===== config.mk =====
export PLATFORM = sky130hd
export DESIGN_NAME = mp_bus_master
export DESIGN_NICKNAME = d
export VERILOG_FILES = /design/src/rtl/mp_bus_pkg.sv /design/src/rtl/mp_bus_wdog.sv /design/src/rtl/mp_bus_master.sv
export SDC_FILE = /design/constraint.sdc
export NUM_CORES = 1
export LEC_CHECK = 0
export CAP_MARGIN = 20
export CORE_ASPECT_RATIO = 0.8
export CORE_MARGIN = 5
export CORE_UTILIZATION = 35
export CTS_CLUSTER_SIZE = 16
export DETAILED_ROUTE_END_ITERATION = 6
export PLACE_DENSITY = 0.8
export SLEW_MARGIN = 20
export SYNTH_ARGS = -nofsm -noshare
export SYNTH_HDL_FRONTEND = slang
export SYNTH_SLANG_ARGS = --single-unit

===== constraint.sdc =====
create_clock -name Clk -period 1.6 [get_ports Clk]
set_clock_uncertainty 0.1 [all_clocks]
set_input_delay 0.32 -clock Clk [delete_from_list [all_inputs] [get_ports Clk]]
set_output_delay 0.32 -clock Clk [all_outputs]
set_load 0.005 [all_outputs]

===== src/rtl/mp_bus_pkg.sv =====
// mp_bus_pkg: address map, FSM states and CTRL_START layout shared by the bus master
package mp_bus_pkg;
  localparam logic [15:0] ADDR_DATA_BASE  = 16'h0000;
  localparam logic [15:0] ADDR_INST_BASE  = 16'h0010;
  localparam logic [15:0] ADDR_CTRL_START = 16'h0020;
  localparam logic [15:0] ADDR_CTRL_CLEAR = 16'h0021;
  localparam logic [15:0] ADDR_RESULT     = 16'h0030;
  typedef enum logic [2:0] {
    ST_IDLE, ST_START, ST_WAIT, ST_RD_REQ, ST_RD_CAP, ST_CLEAR, ST_RESP
  } state_t;
  typedef struct packed {
    logic [23:0] rsvd_hi;
    logic [3:0]  n_inst;
    logic [2:0]  rsvd_lo;
    logic        start;
  } ctrl_start_t;
  function automatic logic [31:0] ctrl_start_word(input logic [3:0] n);
    ctrl_start_t c;
    c = '0;
    c.n_inst = n;
    c.start = 1'b1;
    return c;
  endfunction
endpackage


===== src/rtl/mp_bus_wdog.sv =====
// mp_bus_wdog: cycle counter that flags expiry on the TIMEOUT-th enabled cycle
module mp_bus_wdog #(
  parameter int TIMEOUT = 1024
) (
  input  logic clk,
  input  logic rst,
  input  logic clr,
  input  logic en,
  output logic expire
);
  localparam int W = $clog2(TIMEOUT + 1);
  logic [W-1:0] cnt;
  always_ff @(posedge clk)
    if (rst || clr) cnt <= '0;
    else if (en) cnt <= cnt + W'(1);
  assign expire = en && cnt == W'(TIMEOUT - 1);
endmodule


===== src/rtl/mp_bus_master.sv =====
// mp_bus_master: loads, runs, reads and clears the mini-processor slave; MP_BUS_MASTER_WDOG_EN adds a WAIT watchdog
module mp_bus_master
  import mp_bus_pkg::*;
#(
  parameter int TIMEOUT = 1024,
  parameter int DEPTH   = 10
) (
  input  logic        Clk,
  input  logic        Reset,
  input  logic        H_valid,
  output logic        H_ready,
  input  logic        H_is_inst,
  input  logic [31:0] H_data,
  input  logic        H_go,
  output logic        R_valid,
  input  logic        R_ready,
  output logic [63:0] R_data,
  output logic        R_err,
  output logic        s0_sel,
  output logic        S_wr,
  output logic [15:0] S_addr,
  output logic [31:0] S_din,
  input  logic [63:0] s_dout,
  input  logic        Interrupt_out
);
  localparam int CW = $clog2(DEPTH + 1);
  state_t state, state_n;
  logic [CW-1:0] d_cnt, i_cnt, sel_cnt;
  logic go_pend, acc, wd_exp, sel_n, wr_n;
  logic [15:0] addr_n;
  logic [31:0] din_n;
  assign sel_cnt = H_is_inst ? i_cnt : d_cnt;
  assign H_ready = state == ST_IDLE && sel_cnt < CW'(DEPTH);
  assign acc = H_valid & H_ready;
  assign R_valid = state == ST_RESP;
`ifdef MP_BUS_MASTER_WDOG_EN
  mp_bus_wdog #(.TIMEOUT(TIMEOUT)) u_wdog (
    .clk(Clk), .rst(Reset), .clr(state != ST_WAIT), .en(state == ST_WAIT), .expire(wd_exp)
  );
  always_ff @(posedge Clk)
    if (Reset) R_err <= 1'b0;
    else if (state == ST_WAIT && state_n == ST_RD_REQ) R_err <= !Interrupt_out;
`else
  assign wd_exp = 1'b0;
  assign R_err = 1'b0;
`endif
  // bus registers are loaded with the cycle belonging to the state being entered
  always_comb begin
    state_n = state;
    sel_n = 1'b0;
    wr_n = 1'b0;
    addr_n = '0;
    din_n = '0;
    case (state)
      ST_IDLE:
        if (acc) begin
          sel_n = 1'b1;
          wr_n = 1'b1;
          addr_n = (H_is_inst ? ADDR_INST_BASE : ADDR_DATA_BASE) + 16'(sel_cnt);
          din_n = H_data;
        end else if (go_pend || H_go) state_n = ST_START;
      ST_START:  state_n = ST_WAIT;
      ST_WAIT:   state_n = (Interrupt_out || wd_exp) ? ST_RD_REQ : ST_WAIT;
      ST_RD_REQ: state_n = ST_RD_CAP;
      ST_RD_CAP: state_n = ST_CLEAR;
      ST_CLEAR:  state_n = ST_RESP;
      ST_RESP:   state_n = R_ready ? ST_IDLE : ST_RESP;
      default:   state_n = ST_IDLE;
    endcase
    if (state_n != state) begin
      sel_n = state_n inside {ST_START, ST_RD_REQ, ST_CLEAR};
      wr_n = state_n inside {ST_START, ST_CLEAR};
      addr_n = state_n == ST_START ? ADDR_CTRL_START :
               state_n == ST_RD_REQ ? ADDR_RESULT :
               state_n == ST_CLEAR ? ADDR_CTRL_CLEAR : 16'h0000;
      din_n = state_n == ST_START ? ctrl_start_word(4'(i_cnt)) :
              state_n == ST_CLEAR ? 32'h1 : 32'h0;
    end
  end
  always_ff @(posedge Clk)
    if (Reset) begin
      state <= ST_IDLE;
      d_cnt <= '0;
      i_cnt <= '0;
      go_pend <= 1'b0;
      s0_sel <= 1'b0;
      S_wr <= 1'b0;
      S_addr <= '0;
      S_din <= '0;
      R_data <= '0;
    end else begin
      state <= state_n;
      s0_sel <= sel_n;
      S_wr <= wr_n;
      S_addr <= addr_n;
      S_din <= din_n;
      if (acc && H_is_inst) i_cnt <= i_cnt + CW'(1);
      if (acc && !H_is_inst) d_cnt <= d_cnt + CW'(1);
      if (state == ST_IDLE && H_go) go_pend <= 1'b1;
      if (state == ST_RD_CAP) R_data <= s_dout;
      if (state == ST_RESP && R_ready) begin
        d_cnt <= '0;
        i_cnt <= '0;
        go_pend <= 1'b0;
      end
    end
endmodule


Yosys cells after proc, flatten, opt, wreduce, memory -nomap -nowiden
Index checks and enable logic that the tools add are counted.
{"block": "classes", "n_addsub": 3, "magnitude_cmp": 1, "eq_ne": 10, "muxes": 22, "bitwise": 1, "n_reduce_logical": 11}
{"operator": "$mux W32", "count": 3}
{"operator": "$mux W6", "count": 5}
{"operator": "$pmux W3 S7", "count": 1}
{"operator": "$mux W16", "count": 1}
{"operator": "$eq A3 B3 Y1 const B", "count": 4}
{"operator": "$eq A3 B2 Y1 const B", "count": 3}
{"operator": "$mux W3", "count": 3}
{"operator": "$add A4 B1 Y4 const B", "count": 2}
{"operator": "$mux W8", "count": 1}
{"operator": "$add A5 B4 Y6", "count": 1}
{"operator": "$eq A3 B1 Y1 const B", "count": 2}
{"operator": "$mux W1", "count": 6}
{"operator": "$logic_and A1 B1 Y1", "count": 5}
{"operator": "$mux W5", "count": 1}
{"operator": "$lt A4 B4 Y1 const B", "count": 1}
{"operator": "$mux W4", "count": 1}
{"operator": "$logic_not A3 Y1", "count": 1}
{"operator": "$ne A3 B3 Y1", "count": 1}
{"operator": "$reduce_bool A3 Y1", "count": 1}
{"operator": "$reduce_bool A2 Y1", "count": 1}
{"operator": "$reduce_or A2 Y1", "count": 1}
{"operator": "$and A1 B1 Y1", "count": 1}
{"operator": "$logic_not A1 Y1", "count": 1}
{"operator": "$logic_or A1 B1 Y1", "count": 1}
{"block": "word_totals", "regBits": 126, "input_bits": 103, "output_inout_bits": 117, "word_cells": 57}

Depth between registers and ports, before layout
Gate-level depths: netlist of the first run.
{"block": "logic_depth", "word_depth": 11, "mapped_depth": 7, "ltp_nobuf": 4}

Least setup slack after synthesis of the first run
Ideal clock, no wire load.
{"block": "synth_path", "kind": "input port to flip-flop", "start": "input port H_is_inst", "end": "register S_wr", "setup_time_ns": 0.119, "arrival_ns": 1.330, "required_time_ns": 1.381, "path_slack_ns": 0.050, "stages": 7, "n_path_buf": 3, "cell_sequence": "buf_2 > nand2b_4 > o21ai_0 > and3b_1 > buf_4 > buf_6 > o21bai_1"}
{"block": "synth_between", "elab_chain_cells": 9, "word_cells_on_any_way": 13, "cone_classes": "order compare: 1; eq/ne: 3; mux: 6; bitwise: 1; reduce/logical: 2"}
{"item": "start, declared", "line": "mp_bus_master.sv:12", "rtl": "input logic H_is_inst,"}
{"item": "$mux W4 *", "line": "mp_bus_master.sv:32", "rtl": "assign sel_cnt = H_is_inst ? i_cnt : d_cnt;"}
{"item": "$lt A4 B4 Y1 *", "line": "mp_bus_master.sv:33", "rtl": "assign H_ready = state == ST_IDLE && sel_cnt < CW'(DEPTH);"}
{"item": "$logic_and A1 B1 Y1 *", "line": "mp_bus_master.sv:33"}
{"item": "$and A1 B1 Y1 *", "line": "mp_bus_master.sv:34", "rtl": "assign acc = H_valid & H_ready;"}
{"item": "$mux W3", "line": "mp_bus_master.sv:56", "rtl": "if (acc) begin"}
{"item": "$pmux W3 S7", "line": "mp_bus_master.sv:54", "rtl": "case (state)"}
{"item": "$eq A3 B1 Y1 / $eq A3 B3 Y1 (equally long branches)", "line": "mp_bus_master.sv:72", "rtl": "wr_n = state_n inside {ST_START, ST_CLEAR};"}
{"item": "$reduce_bool A2 Y1", "line": "mp_bus_master.sv:72"}
{"item": "$mux W1 *", "line": "mp_bus_master.sv:70", "rtl": "if (state_n != state) begin"}
{"item": "end signal, assigned", "line": "mp_bus_master.sv:94", "rtl": "S_wr <= wr_n;"}
{"item": "end, declared", "line": "mp_bus_master.sv:20", "rtl": "output logic S_wr,"}
Mark *: on every way between the ends. The rest lies on a longest branch, timed or not.
A chain may end at the register's enable or synchronous reset.

Worst setup path after layout of the first run
{"block": "layout_path", "start": "register state[2]", "end": "register S_din[27]"}
{"block": "layout_between", "elab_chain_cells": 7, "word_cells_on_any_way": 16, "cone_classes": "eq/ne: 7; mux: 6; bitwise: 1; reduce/logical: 2"}
{"item": "start, declared", "line": "mp_bus_master.sv:27", "rtl": "state_t state, state_n;"}
{"item": "start signal, assigned", "line": "mp_bus_master.sv:92", "rtl": "state <= state_n;"}
{"item": "$logic_not A3 Y1", "line": "mp_bus_master.sv:33, mp_bus_master.sv:54"}
{"item": "$logic_and A1 B1 Y1", "line": "mp_bus_master.sv:33"}
{"item": "$and A1 B1 Y1", "line": "mp_bus_master.sv:34"}
{"item": "$mux W3", "line": "mp_bus_master.sv:56"}
{"item": "$pmux W3 S7", "line": "mp_bus_master.sv:54"}
{"item": "$ne A3 B3 Y1", "line": "mp_bus_master.sv:70"}
{"item": "$mux W32 *", "line": "mp_bus_master.sv:70"}
{"item": "end signal, assigned", "line": "mp_bus_master.sv:96", "rtl": "S_din <= din_n;"}
{"item": "end, declared", "line": "mp_bus_master.sv:22", "rtl": "output logic [31:0] S_din,"}
Marks and branches as above.

==> results.sh, run 1 <==
export IMPL_violations="negative setup slack"
export IMPL_synth_warning_count=0
export IMPL_fin_ws_ps=-47.0
export IMPL_layout_drive_gt1_share_pct=17.8
export IMPL_seq_area_sq_um=2330
export IMPL_fin_crit_sh_pct=103
export IMPL_yosysTopAreaCell="dfxtp_1"
export IMPL_die_area_sq_um=14000
export IMPL_cts_sinks=116
export IMPL_synth_top_area_share_pct=56.6
export IMPL_power_mw=7.50
export IMPL_ff2ff_path_depth=6
export IMPL_ctsHoldBuffers=0
export IMPL_synthArstFlopShare_pct=0
export IMPL_cts_max_level=4
export IMPL_synthTopCellsByArea="dfxtp_1 57%, nand2_1 12%, a21oi_1 8.2%, and2_1 4.3%, buf_4 2.4%"
export IMPL_via_count=3961
export IMPL_core_area_sq_um=11500
export IMPL_drtAntennaViolNets=0
export IMPL_hold_start="Reset"
export IMPL_via_per_inst=4.63
export IMPL_ir_worst_vdd_mv=0.631
export IMPL_holdWs_ps=157
export IMPL_rsz0062_at_grt="yes"
export IMPL_critPathBufInv=2
export IMPL_slew_viol_final=0
export IMPL_antenna_found_initial=0
export IMPL_postSynthCellCount=456
export IMPL_drtIter0Drc=210
export IMPL_final_area_sq_um=7210
export IMPL_routed_wl_um=12900
export IMPL_cp_startpoint="state[2]"
export IMPL_cp_depth=6
export IMPL_clock_path_buffers=2
export IMPL_dieHeight_um=107
export IMPL_hold_violations=0
export IMPL_placed_cell_area_sq_um=6440
export IMPL_clockRootBuffer="clkbuf_16"
export IMPL_ys_seq_elements=116
export IMPL_cp_max_fo=25
export IMPL_required_ps=1830
export IMPL_static_leakage_power_nw=3.20
export IMPL_start_util_pct=35.7
export IMPL_p_per_area_nw_per_um2=1040
export IMPL_syn_area_sq_um=4100
export IMPL_whs_path_depth=2
export IMPL_place_inst=812
export IMPL_path_delay_family="simple AND/OR/NAND/NOR gates"
export IMPL_synthToLayoutAreaGrowth_pct=75.7
export IMPL_synth_edf_count=0
export IMPL_rows=35
export IMPL_first_pass_iters=4
export IMPL_drcViolationCount=0
export IMPL_ys_flop_type="dfxtp_1"
export IMPL_n_antenna_cell=0
export IMPL_grt_ovfl_total=0
export IMPL_yosysUniqueCellTypes=45
export IMPL_synth_seq_area_share_pct=56.6
export IMPL_timing_final_crit_period_ps=1650
export IMPL_status="finished, violations left"
export IMPL_crit_type="reg2reg"
export IMPL_tritoncts="done"
export IMPL_hold_path_class="in2reg"
export IMPL_fillCellCount=944
export IMPL_path_cells="buf_6 > or3_4 > nor2_4 > and3b_2 > buf_12 > and2_1"
export IMPL_multi_input_area_sq_um=1720
export IMPL_detail_route_wl_per_cell_um=15.1
export IMPL_setup_viol=34
export IMPL_gp_congestion=0.874
export IMPL_path_clk_slew_ps=60
export IMPL_arrival_ps=1880
export IMPL_critPathMaxStageDelay_ps=370
export IMPL_synth_area_per_cell_sq_um=8.99
export IMPL_worstSetupStartpointType="flip-flop"
export IMPL_io_pins=220
export IMPL_grt_first_pass_wirelength_um=18200
export IMPL_max_freq_mhz=607
export IMPL_worstReg2RegStart="state[2]"
export IMPL_fin_cells=855
export IMPL_grt_pass1_vias=3779
export IMPL_cp_end_kind="flip-flop"
export IMPL_cts_made_buffers=17
export IMPL_dp_final_hpwl_um=8890
export IMPL_clock_latency_ps=400
export IMPL_io_buffers=208
export IMPL_slowest_stage="dfxtp_4"
export IMPL_cap_violations=0
export IMPL_grt_usage_pct=16.4
export IMPL_die_w_um=131
export IMPL_grt_max_degree=46
export IMPL_setup_tns_ps=-881
export IMPL_layout_nets=799
[where the power goes]
| group | switching, mW | leakage [nW] | total (mW) | internal, mW |
|---|---|---|---|---|
| Combinational | 0.326 | 1.98 | 0.846 | 0.520 |
| Clock | 1.37 | 0.269 | 3.60 | 2.23 |
| Sequential | 0.0548 | 0.944 | 3.05 | 3.00 |
| Total | 1.75 | 3.20 | 7.50 | 5.75 |
[layer usage]
metal  track usage (%)  up-vias  part of all wire, %
met2              28.1      160                   50
met4              6.61        0                  2.3
li1                  -     1943                    -
met1              18.2     1836                   39
met3              6.03       22                  8.9
met5                 0        -                    0
[repair_timing]
item,4_1_cts,5_1_grt
endpoints found under the setup margin,181,58
pin swaps,6,10
gates resized for setup,131,38
gates cloned,0,4
buffers inserted,4,4
[cell usage after synthesis (3+ instances only)]
cell type	count
a21oi_1	67
dfxtp_1	116
and2_1	28
buf_6	4
nand2_1	133
nor2_1	13
a21boi_0	3
mux2i_1	4
clkbuf_1	10
buf_4	13
a22o_1	7
o21ai_0	3
buf_2	14
[cells in the final DEF (no fill, tap or decap), drive strengths merged, types with 2 or more instances in the layout]
cell             n
nand2          133
dfxtp          116
dlygate4sd2    105
clkdlybuf4s50  100
a21oi           67
buf             43
and2            29
clkbuf          22
nor2            14
conb            11
a22o             7
clkinvlp         5
inv              5
mux2i            4
clkinv           4
o21ai            3
or3              3
a21boi           3
o211ai           2
nor3             2
o211a            2
xor2             2
a41oi            2
ha               2
xnor2            2
or2              2
o2bb2ai          2
[path summary, 6_finish.rpt]
check              endpoint  slack, ps
setup reg to reg  S_din[27]        -50
setup / recovery  S_din[27]        -50
hold reg to reg   R_data[3]        350
hold / removal    S_addr[0]        160
[cell families (layout without fill, tap and decap cells)]
group	count (synthesis)	count (layout)	share of synthesized area (%)
AOI/OAI and AO/OA	91	91	12.9
DFF	116	116	56.6
and+or+nand+nor	193	193	21.3
adders and majority gates	2	2	0.610
muxes	5	5	1.25
other	1	11	0.0914
buffers and inverters	44	285	6.38
xor gates and xnor gates	4	4	0.854
[worst register-to-register path, stage by stage (launching register included)]
cell	delay, ps
dfxtp_4	370
buf_6	120
or3_4	350
nor2_4	90
and3b_2	260
buf_12	160
and2_1	140
[layout make-up]
type	instances	area share [%]
Multi-Input combinational cell	306	23.8
Inverter	2	0.104
Clock buffer	19	6.28
Sequential cell	116	32.4
Clock inverter	13	1.74
Timing Repair Buffer	251	33.1
Tap cell	148	2.57
[per-stage QoR]
stage / setup slack (ps) / utilization [%]
after floorplan: 50.3 / -
after global placement: -427 / 56.1
after detailed placement: -467 / 56.1
after CTS: -60.7 / 60.6
after global routing: -127 / 62.8
final: -47.0 / 62.8
[flip-flops by register name (all words and copies together) (netlist names)]
signal,flops
S_addr,6
S_wr,1
state,3
S_din,32
i_cnt,4
go_pend,1
s0_sel,1
d_cnt,4
R_data,64
Power figures use the tool's default switching activity.
==> run 2, diff against run 1 <==
CORE_UTILIZATION = 36   (was 35)
CTS_BUF_LIST = sky130_fd_sc_hd__clkbuf_2   (was not set)
PLACE_DENSITY = 0.82   (was 0.8)
RECOVER_POWER = 25   (was not set)
==> results.sh, run 2 (synthesis results as in run 1) <==
export IMPL_status="finished, violations left"
export IMPL_violations="negative setup slack"
export IMPL_grt_max_degree=48
export IMPL_max_freq_mhz=508
export IMPL_hold_path_class="in2reg"
export IMPL_via_per_inst=4.63
export IMPL_crit_type="reg2out"
export IMPL_critPathBufInv=1
export IMPL_timing_final_crit_period_ps=1970
export IMPL_grt_usage_pct=18.2
export IMPL_critPathMaxStageDelay_ps=390
export IMPL_rows=34
export IMPL_largest_register="R_data"
export IMPL_layout_nets=813
export IMPL_antenna_found_initial=2
export IMPL_setup_viol=41
export IMPL_clkPwrFrac_pct=34.8
export IMPL_grt_ovfl_total=0
export IMPL_r2r_end="S_din[18]"
export IMPL_clock_path_buffers=2
export IMPL_die_w_um=129
export IMPL_grt_first_pass_wirelength_um=19800
export IMPL_start_util_pct=37.2
export IMPL_synthToLayoutAreaGrowth_pct=71.9
export IMPL_first_pass_iters=4
export IMPL_min_to="S_addr[0]"
export IMPL_path_cells="nor3_4 > o211a_1 > buf_2"
export IMPL_placed_cell_area_sq_um=6410
export IMPL_tritoncts="done"
export IMPL_detail_route_wl_per_cell_um=15.6
export IMPL_cp_max_fo=4
export IMPL_fin_crit_sh_pct=123
export IMPL_worstReg2RegStart="state[1]"
export IMPL_ff2ff_path_depth=7
export IMPL_grt_pass1_vias=4004
export IMPL_cts_sinks=116
export IMPL_p_switching_mw=1.52
export IMPL_die_area_sq_um=13600
export IMPL_required_ps=1180
export IMPL_switching_share_pct=24.8
export IMPL_power_mw=6.14
export IMPL_drtIter0Drc=162
export IMPL_internal_power_mw=4.62
export IMPL_largest_reg_flops=64
export IMPL_rsz0062_at_grt="yes"
export IMPL_cts_max_level=4
export IMPL_cp_end_kind="output pin"
export IMPL_routed_wl_um=13500
export IMPL_fin_ws_ps=-368
export IMPL_layout_drive_gt1_share_pct=42.8
export IMPL_slew_viol_final=0
export IMPL_core_area_sq_um=11000
export IMPL_p_comb_share_pct=15.4
export IMPL_hold_start="Reset"
export IMPL_dieHeight_um=105
export IMPL_top_regs="R_data: 64 flops, S_din: 32 flops, S_addr: 6 flops"
export IMPL_clock_latency_ps=630
export IMPL_mostFrequentLayoutCell="nand2_1"
export IMPL_drcViolationCount=0
export IMPL_cap_violations=0
export IMPL_static_leakage_power_nw=2.97
export IMPL_p_seq_share_pct=49.8
export IMPL_p_per_area_nw_per_um2=871
export IMPL_reg2reg_slack_ps=-220
export IMPL_drtAntennaViolNets=0
export IMPL_hold_violations=0
export IMPL_path_delay_family="flip-flops"
export IMPL_cts_made_buffers=17
export IMPL_dp_final_hpwl_um=9170
export IMPL_via_count=4007
export IMPL_worstSetupStartpointType="flip-flop"
export IMPL_mostFrequentLayoutCells="133 x nand2_1, 101 x clkdlybuf4s50_1, 83 x dfxtp_2, 71 x buf_6, 67 x a21oi_1"
export IMPL_path_clk_slew_ps=180
export IMPL_slowest_stage="dfxtp_4"
export IMPL_gp_congestion=0.852
export IMPL_io_buffers=208
export IMPL_arrival_ps=1550
export IMPL_io_pins=220
export IMPL_ir_worst_vdd_mv=0.757
export IMPL_place_ws_ps=-491
export IMPL_clockRootBuffer="clkbuf_2"
export IMPL_whs_path_depth=4
export IMPL_final_area_sq_um=7050
[run 2: repair_timing]
action | 4_1_cts | 5_1_grt
pin swaps | 15 | 26
cloned | 3 | 2
hold buffers | 0 | 0
setup endpoints to repair | 196 | 189
gates resized for setup | 537 | 88
setup buffers | 13 | 15
[run 2: final cells by class]
type	instances	area [sq um]
inverters	2	7.51
repair buffers	265	2490
diodes	2	5.00
fillers	903	3970
well taps	144	180
clock buffers	18	90.1
multi-input cells	306	1650
clock inverters	13	183
flip-flops and latches	116	2440
[run 2: worst max path at each step]
stage | from | to | slack [ps] | depth (start not counted)
finish | state[2] | H_ready | -370 | 3
global placement | H_is_inst | d_cnt[1] | -430 | 6
floorplan | H_is_inst | S_wr | 50 | 7
global route | state[2] | H_ready | -470 | 3
detailed placement | H_is_inst | d_cnt[1] | -490 | 6
CTS | i_cnt[2] | H_ready | -430 | 3
[run 2: worst min-delay path, cell delays in order]
cell and delay, ps:
buf_2 180, nor2_4 40, a21boi_1 130, o2bb2ai_1 120
[run 2: routing by layer]
layer  wire (um)  vias up  GRT usage (%)
met4         368        0           8.25
met1        5170     1844           19.7
met3        1040       33           6.32
li1            -     1976              -
met2        6940      154           31.9
met5           0        -              0
[run 2: per-stage QoR]
stage          hold slack (ps)  util (%)  setup TNS (ps)  std cells
6_report                  82.7      64.0           -6720        866
3_3_place_gp               341      58.2          -18550        807
2_1_floorplan              329         -               0        466
5_1_grt                   15.1      64.0          -12110        866
3_5_place_dp               349      58.2          -21230        807
4_1_cts                   7.91      59.7           -4720        854
[run 2: power by group through the flow]
stage,clock (mW),combinational [mW],sequential (mW)
after detailed placement,0,0.824,3.11
after global routing,2.35,1.01,3.08
after floorplan,0,0.302,3.11
after CTS,2.19,0.846,3.05
after global placement,0,0.809,3.11
final,2.14,0.944,3.06
